## src/rtl/fetch_controller.sv

```systemverilog
// Instruction fetch controller: issues aligned 8-byte I-cache requests under FIFO credit
// control, tracks in-flight requests and discards stale responses after a redirect.
// Optional build macro FETCH_PERF_COUNTER_EN adds stall / dropped-word performance counters.
module fetch_controller #(
  parameter logic [31:0] RESET_PC        = 32'hBFC0_0000,
  parameter int unsigned MAX_OUTSTANDING = 2
) (
  input  logic        clk,
  input  logic        rst,
  input  logic        redirect_valid,
  input  logic [31:0] redirect_pc,
  input  logic [3:0]  fifo_count,
  output logic        icache_req_valid,
  input  logic        icache_req_ready,
  output logic [31:0] icache_req_addr,
  input  logic        icache_resp_valid,
  input  logic [63:0] icache_resp_data,
  output logic        fifo_write_en1,
  output logic        fifo_write_en2,
  output logic [31:0] fifo_write_data1,
  output logic [31:0] fifo_write_data2,
  output logic [31:0] fifo_write_address1,
  output logic [31:0] fifo_write_address2,
  output logic [31:0] fetch_pc
`ifdef FETCH_PERF_COUNTER_EN
  ,
  output logic [31:0] perf_stall_cycles,
  output logic [31:0] perf_dropped_words
`endif
);

  typedef enum logic {RUN, DRAIN} state_t;

  localparam int PW = (MAX_OUTSTANDING > 1) ? $clog2(MAX_OUTSTANDING) : 1;

  state_t          state;
  logic [31:0]     pc_q;
  logic [1:0]      outstanding;
  logic [1:0]      drop_count;
  logic            active;
  logic [PW-1:0]   wr_ptr;
  logic [PW-1:0]   rd_ptr;
  logic [31:0]     tag_pc [MAX_OUTSTANDING];

  logic            live;
  logic            credit_ok;
  logic            room;
  logic            req_valid;
  logic            accept;
  logic            resp_hit;
  logic            write;
  logic            one_word;
  logic [31:0]     head_pc;
  logic [5:0]      credit_need;
  logic [1:0]      out_next;

  function automatic logic [PW-1:0] ptr_inc(input logic [PW-1:0] p);
    return (p == PW'(MAX_OUTSTANDING - 1)) ? '0 : p + 1'b1;
  endfunction

  // Outputs stay quiet while in reset and for the first cycle after it.
  assign live        = active & ~rst;
  assign credit_need = {2'b00, fifo_count} + {3'b000, outstanding, 1'b0} + 6'd2;
  assign credit_ok   = (credit_need <= 6'd14);
  assign room        = (32'(outstanding) < MAX_OUTSTANDING);
  // A request already offered in a redirect cycle may still be accepted; it is then
  // counted as in flight and its response discarded with the rest.
  assign req_valid   = live & (state == RUN) & room & credit_ok;
  assign accept      = req_valid & icache_req_ready;
  assign resp_hit    = live & icache_resp_valid & (outstanding != 2'd0);
  assign write       = resp_hit & (drop_count == 2'd0) & ~redirect_valid;
  assign head_pc     = tag_pc[rd_ptr];
  assign one_word    = head_pc[2];
  assign out_next    = outstanding + 2'(accept) - 2'(resp_hit);

  always_comb begin
    // NOTE: every output gets a default first so no path leaves a latch behind.
    icache_req_valid    = req_valid;
    icache_req_addr     = '0;
    fetch_pc            = '0;
    fifo_write_en1      = write;
    fifo_write_en2      = write & ~one_word;
    fifo_write_data1    = '0;
    fifo_write_data2    = '0;
    fifo_write_address1 = '0;
    fifo_write_address2 = '0;
    if (live) begin
      icache_req_addr = {pc_q[31:3], 3'b000};
      fetch_pc        = pc_q;
    end
    if (write) begin
      fifo_write_address1 = head_pc;
      if (one_word) begin
        fifo_write_data1 = icache_resp_data[63:32];
      end else begin
        fifo_write_data1    = icache_resp_data[31:0];
        fifo_write_data2    = icache_resp_data[63:32];
        fifo_write_address2 = head_pc + 32'd4;
      end
    end
  end

  // NOTE: tag storage needs no reset; validity is tracked by the outstanding count alone.
  always_ff @(posedge clk) begin
    if (accept) tag_pc[wr_ptr] <= pc_q;
  end

  // NOTE: all registered state uses non-blocking assignments so every update sees
  // the values from before this edge.
  always_ff @(posedge clk) begin
    if (rst) begin
      state       <= RUN;
      pc_q        <= RESET_PC;
      outstanding <= '0;
      drop_count  <= '0;
      wr_ptr      <= '0;
      rd_ptr      <= '0;
      active      <= 1'b0;
    end else begin
      active      <= 1'b1;
      outstanding <= out_next;
      if (accept)   wr_ptr <= ptr_inc(wr_ptr);
      if (resp_hit) rd_ptr <= ptr_inc(rd_ptr);
      if (redirect_valid) pc_q <= redirect_pc;
      else if (accept)    pc_q <= {pc_q[31:3] + 29'd1, 3'b000};
      case (state)
        RUN: begin
          if (redirect_valid && out_next != 2'd0) begin
            state      <= DRAIN;
            drop_count <= out_next;
          end
        end
        DRAIN: begin
          // A redirect here leaves drop_count alone: it already covers everything in flight.
          if (resp_hit) begin
            drop_count <= drop_count - 2'd1;
            if (drop_count == 2'd1) state <= RUN;
          end
        end
      endcase
    end
  end

`ifdef FETCH_PERF_COUNTER_EN
  logic [32:0] dropped_sum;
  assign dropped_sum = {1'b0, perf_dropped_words} + (one_word ? 33'd1 : 33'd2);

  always_ff @(posedge clk) begin
    if (rst) begin
      perf_stall_cycles  <= '0;
      perf_dropped_words <= '0;
    end else begin
      if (live && state == RUN && !credit_ok && perf_stall_cycles != 32'hFFFF_FFFF)
        perf_stall_cycles <= perf_stall_cycles + 32'd1;
      if (resp_hit && drop_count != 2'd0)
        perf_dropped_words <= dropped_sum[32] ? 32'hFFFF_FFFF : dropped_sum[31:0];
    end
  end
`endif

endmodule

```

## config.mk

```make
export PLATFORM = sky130hd
export DESIGN_NAME = fetch_controller
export DESIGN_NICKNAME = d
export VERILOG_FILES = /design/src/rtl/fetch_controller.sv
export SDC_FILE = /design/constraint.sdc
export NUM_CORES = 1
export LEC_CHECK = 0
export ABC_CLOCK_PERIOD_IN_PS = 10200
export CAP_MARGIN = 10
export CORE_MARGIN = 4
export CORE_UTILIZATION = 45
export DETAILED_ROUTE_END_ITERATION = 8
export GPL_TIMING_DRIVEN = 0
export PLACE_DENSITY_LB_ADDON = 0.08
export SLEW_MARGIN = 20
export SYNTH_ARGS = -nofsm -noshare
export SYNTH_HDL_FRONTEND = slang
export SYNTH_SLANG_ARGS = --single-unit
```

## constraint.sdc

```tcl
create_clock -name clk -period 10.2 [get_ports clk]
set_clock_uncertainty 0.2 [all_clocks]
set_input_delay 2.04 -clock clk [delete_from_list [all_inputs] [get_ports clk]]
set_output_delay 2.04 -clock clk [all_outputs]
set_load 0.01 [all_outputs]
```

==> results of run 1 <==
through the flow:
stage	total power, W	area, sq um	hold slack [ps]
6_report	0.00100	9760	282
4_1_cts	0.00100	9750	278
3_5_place_dp	0.000659	9450	259
3_3_place_gp	0.000654	9380	256
2_1_floorplan	0.000566	6200	239
5_1_grt	0.00104	9760	319
final timing paths:
check | end | start | depth (start not counted)
worst max-delay path | fifo_write_address1[13] | rst | 9
worst min-delay path | tag_pc[1][1] | pc_q[1] | 0
worst max register to register | drop_count[1] | outstanding[1] | 13
worst min register to register | tag_pc[1][1] | pc_q[1] | 0
power by group through the flow:
stage | clock network, W | registers [W] | logic (W)
detailed placement | 0 | 0.000498 | 0.000162
CTS | 0.000349 | 0.000488 | 0.000163
global placement | 0 | 0.000497 | 0.000157
finish | 0.000348 | 0.000489 | 0.000162
global route | 0.000370 | 0.000491 | 0.000177
floorplan | 0 | 0.000489 | 0.0000770
cell usage in the layout, fill, tap and decap left out, types with 3 or more instances in the layout:
| master | synthesis | layout |
|---|---|---|
| clkdlybuf4s50_1 | 0 | 295 |
| nand2_1 | 96 | 96 |
| nor2_1 | 76 | 74 |
| a21oi_1 | 68 | 68 |
| edfxtp_1 | 64 | 64 |
| dfxtp_1 | 41 | 41 |
| and3_1 | 38 | 38 |
| clkbuf_1 | 36 | 36 |
| and2_1 | 35 | 35 |
| buf_4 | 34 | 34 |
| mux2i_1 | 26 | 26 |
| xnor2_1 | 25 | 25 |
| nand3_1 | 21 | 21 |
| inv_1 | 16 | 16 |
| nor3_1 | 13 | 13 |
| a211oi_1 | 11 | 11 |
| clkbuf_16 | 0 | 9 |
| o21ai_0 | 8 | 8 |
| buf_1 | 8 | 8 |
| ha_1 | 8 | 8 |
| nor4_2 | 7 | 7 |
| nand4_1 | 6 | 6 |
| nand2b_1 | 5 | 5 |
| or2_2 | 5 | 5 |
| nor2b_1 | 4 | 4 |
| mux2_2 | 3 | 3 |
| and4_1 | 3 | 3 |
| a311oi_1 | 3 | 3 |
| nor4_1 | 3 | 3 |
| conb_1 | 1 | 3 |
registers in the layout, indices dropped and copies added, names as in the netlist, named ones only:
register / cells
active: 1
drop_count: 2
outstanding: 2
pc_q: 32
rd_ptr: 1
state: 1
tag_pc: 64
wr_ptr: 1
routing by layer:
metal	track usage (%)	vias to the layer above
met2	49.6	281
met4	10.5	0
met3	6.23	41
met1	35.0	2932
met5	0	-
li1	-	3020
cell families after synthesis:
kind of cell	Yosys count	synth area share, %
other cells	1	0.0605
compound gates	104	9.94
simple gates	326	27.3
fa+ha+maj	9	1.94
flops	105	44.3
buf+inv	97	8.08
xor+xnor	26	3.68
mux	29	4.75
area by class of cell:
| class | instances | area [sq um] |
|---|---|---|
| Multi-Input combinational cell | 497 | 2970 |
| Inverter | 17 | 63.8 |
| Clock buffer | 9 | 225 |
| Buffer | 80 | 437 |
| Tap cell | 176 | 220 |
| Sequential cell | 105 | 2740 |
| Fill cell | 1082 | 3590 |
| Timing Repair Buffer | 297 | 3010 |
| Antenna cell | 2 | 5.00 |
| Clock inverter | 7 | 81.3 |
==> flow_metrics.tcl, run 1 <==
set metrics [dict create \
    status "finished clean" \
    cp-start-kind "primary input" \
    htree_levels 3 \
    dr.pass1.iters 5 \
    final.min_clock_period_ps 7170 \
    instances_no_fill 1190 \
    p_leak_nw 3.55 \
    place_inst 1172 \
    clkLatencyLatePin_ps 350 \
    relSlewSlack_pct 47.6 \
    drive_gt1_share_pct 7.61 \
    fmax_ghz 0.139 \
    cp_slowest_cell "clkdlybuf4s50_1" \
    synth_edf_count 64 \
    ys_seq_area_share_pct 44.3 \
    r2r_slack_ps 5940 \
    synth_top_area_share_pct 31.0 \
    port_buffers 295 \
    switching_share_pct 26.7 \
    post_synth_instance_area_sq_mm 0.00619 \
    slowest_delay_ps 610 \
    cts_buffer_depth 2 \
    tritoncts "built" \
    die-area_sq_mm 0.0157 \
    rsz0062_at_grt "false" \
    worstPathRequired_ps 7960 \
    syn_area_per_cell_sq_um 8.89 \
    synth.most_common_cell "nand2_1" \
    cts_setup_buffers 0 \
    cts_resized 0 \
    critPathTopFamily "buffers and inverters" \
    clkPwrFrac_pct 34.8 \
    synth.distinct_cells 57 \
    drt-initial-drc-count 439 \
    end_kind "primary output" \
    via_count 6274 \
    yosys-top-cells-area "edfxtp_1 31%, dfxtp_1 13%, nand2_1 5.8%" \
    gp_congestion 0.990 \
    synth_warnings 0 \
    wl_met3_microns 1760 \
    antenna_found_initial 3 \
    die_h_microns 125 \
    row_count 42 \
    cts_root_buf "clkbuf_16" \
    synth_ff_type "edfxtp_1" \
    crit_type "primary input to primary output" \
    path_buf_inv 5 \
    yosysTopAreaCell "edfxtp_1" \
    postSynthCellCount 697 \
    peakVddDrop_mv 0.0997 \
    power_density_mw_per_mm2 102 \
    drv_slew 0 \
    hold_path.class "flip-flop to flip-flop" \
    finalSetupViolCount 0 \
    coreArea_sq_mm 0.0133 \
    routed-wl-met2_microns 11500 \
    tns_ps 0 \
    tightest_slew_ps 786 \
    nets 1121 \
    synth_commonest_cells "96 x nand2_1, 76 x nor2_1, 68 x a21oi_1" \
    grt_pass1_wl_microns 35500 \
    drtAntennaViolNets 0 \
    grt_max_degree 22 \
    place_ws_ps 3020 \
    crit_chain "buf_4 -> nor2b_1 -> o211a_1 -> buf_2 -> nand3_1 -> clkbuf_1 -> buf_1 -> a21oi_1 -> clkdlybuf4s50_1" \
    initial_utilization_pct 46.4 \
    finish.utilization_pct 73.1 \
    dpl.hpwl_microns 18700 \
    overflow 0 \
    grt_use_total_pct 28.6 \
    power_frac_seq_pct 48.9 \
    cap_violations 0 \
    post-route-period-util_pct 70.3 \
    ys_ff_latch 105 \
    io_pins 300 \
    path_max_fanout 10 \
    synth-async-reset-ratio_pct 0 \
    grt_pass1_vias 6165 \
    numCtsBuffers 9 \
    comb_power_share_pct 16.2 \
    drc 0 \
    top_layer_used "met4" \
    cts.hold.buffers_added 0 \
    arrival_ps 4930 \
    cell_internal_pwr_w 0.000733 \
    wirelength_microns 23000 \
    wirelength_met1_microns 9040 \
    wl_per_cell_microns 19.3 \
    areaGrowthSynthToFinish_pct 57.5 \
    viasPerCell 5.27 \
    die_width_microns 125 \
    cts_sinks 105 \
    final-hold-violation-count 0 \
    p_switching_w 0.000267 \
    cts.clk_slew.worst_paths_ps 80 \
    worst_slack_ps 3030 \
]
Note: power is estimated with default switching activity, not from simulation.
==> run 2, diff against run 1 <==
Settings changed: ABC_CLOCK_PERIOD_IN_PS 10200 to 6800, CORE_UTILIZATION 45 to 41.
Clock period 10.2 ns to 6.8 ns, I/O delays scaled along.
==> flow_metrics.tcl, run 2 (synthesized netlist as in run 1, its figures left out) <==
set metrics [dict create \
    antenna_found_initial 6 \
    die-area_sq_mm 0.0171 \
    drtAntennaViolNets 0 \
    cts_sinks 105 \
    nets 1121 \
    overflow 0 \
    multiInputGateArea_sq_mm 0.00297 \
    die_h_microns 131 \
    drv_slew 0 \
    grt_pass1_vias 5938 \
    worstPathRequired_ps 5240 \
    die_width_microns 131 \
    ff2ff_path_depth 13 \
    clkLatencyLatePin_ps 340 \
    cp-start-kind "primary input" \
    dpl.hpwl_microns 19100 \
    largestRegisters "tag_pc x64, pc_q x32" \
    slowest_delay_ps 610 \
    finalSetupViolCount 0 \
    final-hold-violation-count 0 \
    coreArea_sq_mm 0.0146 \
    crit_type "primary input to primary output" \
    htree_levels 3 \
    tritoncts "built" \
    cap_violations 0 \
    tightest_slew_ps 786 \
    post-route-period-util_pct 85.5 \
    cts.clk_slew.worst_paths_ps 70 \
    peakVddDrop_mv 0.143 \
    drt-initial-drc-count 324 \
    wl_per_cell_microns 19.5 \
    grt_pass1_wl_microns 34200 \
    wirelength_microns 23400 \
    via_count 6236 \
    endpoint "fifo_write_address1[13]" \
    row_count 44 \
    areaGrowthSynthToFinish_pct 57.6 \
    r2r-start "outstanding[1]" \
    status "finished clean" \
    port_buffers 295 \
    tns_ps 0 \
    end_kind "primary output" \
    final_cell_mix "295 x clkdlybuf4s50_1, 96 x nand2_1, 74 x nor2_1, 68 x a21oi_1, 64 x edfxtp_1" \
    r2r_end "drop_count[1]" \
    grt_use_total_pct 26.5 \
    worst_hold_slack_ps 297 \
    grt_max_degree 28 \
    drc 0 \
    cts_resized 0 \
    hold_path.class "flip-flop to flip-flop" \
    numCtsBuffers 9 \
    mostFrequentLayoutCell "clkdlybuf4s50_1" \
    relSlewSlack_pct 47.6 \
    cts_setup_buffers 0 \
    cts.hold.buffers_added 0 \
    dr.pass1.iters 5 \
    power_density_mw_per_mm2 153 \
    cp_slowest_cell "nor2b_1" \
    rsz0062_at_grt "false" \
    fill_cells 1234 \
    viasPerCell 5.19 \
    cts_buffer_depth 2 \
    gp_congestion 0.930 \
    crit_start "rst" \
    final.min_clock_period_ps 5810 \
    regArea_sq_mm 0.00274 \
    initial_utilization_pct 42.3 \
    largest_reg_flops 64 \
    r2r_slack_ps 2620 \
    top_register "tag_pc" \
    io_pins 300 \
    p_leak_nw 3.54 \
    cts_root_buf "clkbuf_16" \
    path_max_fanout 10 \
    arrival_ps 4250 \
    fmax_ghz 0.172 \
    crit_chain "buf_4 -> nor2b_1 -> o211a_1 -> buf_2 -> nand3_1 -> clkbuf_1 -> buf_1 -> a21oi_1 -> clkdlybuf4s50_1" \
    drive_gt1_share_pct 7.61 \
]
[run 2: cell count changes in the layout (fill, tap and decap cells not counted)]
cell | before | now
buf_12 | 0 | 2
diode_2 | 2 | 6
inv_6 | 2 | 1
clkinvlp_4 | 0 | 1
buf_16 | 2 | 0
[run 2: worst min path at each step]
stage | start | to | cells after the start
finish | pc_q[1] | tag_pc[0][1] | 0
global route | pc_q[1] | tag_pc[1][1] | 0
CTS | pc_q[1] | tag_pc[0][1] | 0
detailed placement | pc_q[1] | tag_pc[0][1] | 0
global placement | pc_q[1] | tag_pc[0][1] | 0
floorplan | pc_q[0] | tag_pc[0][0] | 0
[run 2: final cells by class]
class | instances | share of cell area, %
flip-flops and latches | 105 | 28.1
well taps | 184 | 2.36
clock inverters | 7 | 0.820
repair buffers | 297 | 30.7
inverters | 17 | 0.654
plain buffers | 80 | 4.47
multi-input cells | 497 | 30.5
diodes | 6 | 0.154
clock buffers | 9 | 2.31
[run 2: layer usage]
layer  GRT usage, %  vias to the layer above  wire length [microns]
met5              0                        -                      0
met4           11.7                        0                    829
met3           5.53                       47                   1770
met2           45.5                      253                  11500
met1           32.1                     2909                   9370
li1               -                     3027                      -
[run 2: where the power goes]
group / internal, W / leakage, nW / switching [W]
clock network: 0.000262 / 0.146 / 0.000256
registers: 0.000702 / 0.922 / 0.0000307
logic: 0.000134 / 2.47 / 0.000109
[run 2: critical path, delay by kind of cell]
kind            cells  cell delay [ps]
compound gates      2              510
buf+inv             5             1570
simple gates        2              800
[run 2: stage by stage]
stage	instance area, sq um	utilization, %	instances	total power (W)	worst slack [ps]
after floorplan	6200	-	699	0.000849	1730
after global placement	9390	64.1	1178	0.000983	421
after detailed placement	9440	64.5	1180	0.000989	974
after CTS	9750	66.5	1196	0.00150	963
after global routing	9760	66.7	1202	0.00156	785
final	9760	66.7	1202	0.00149	985
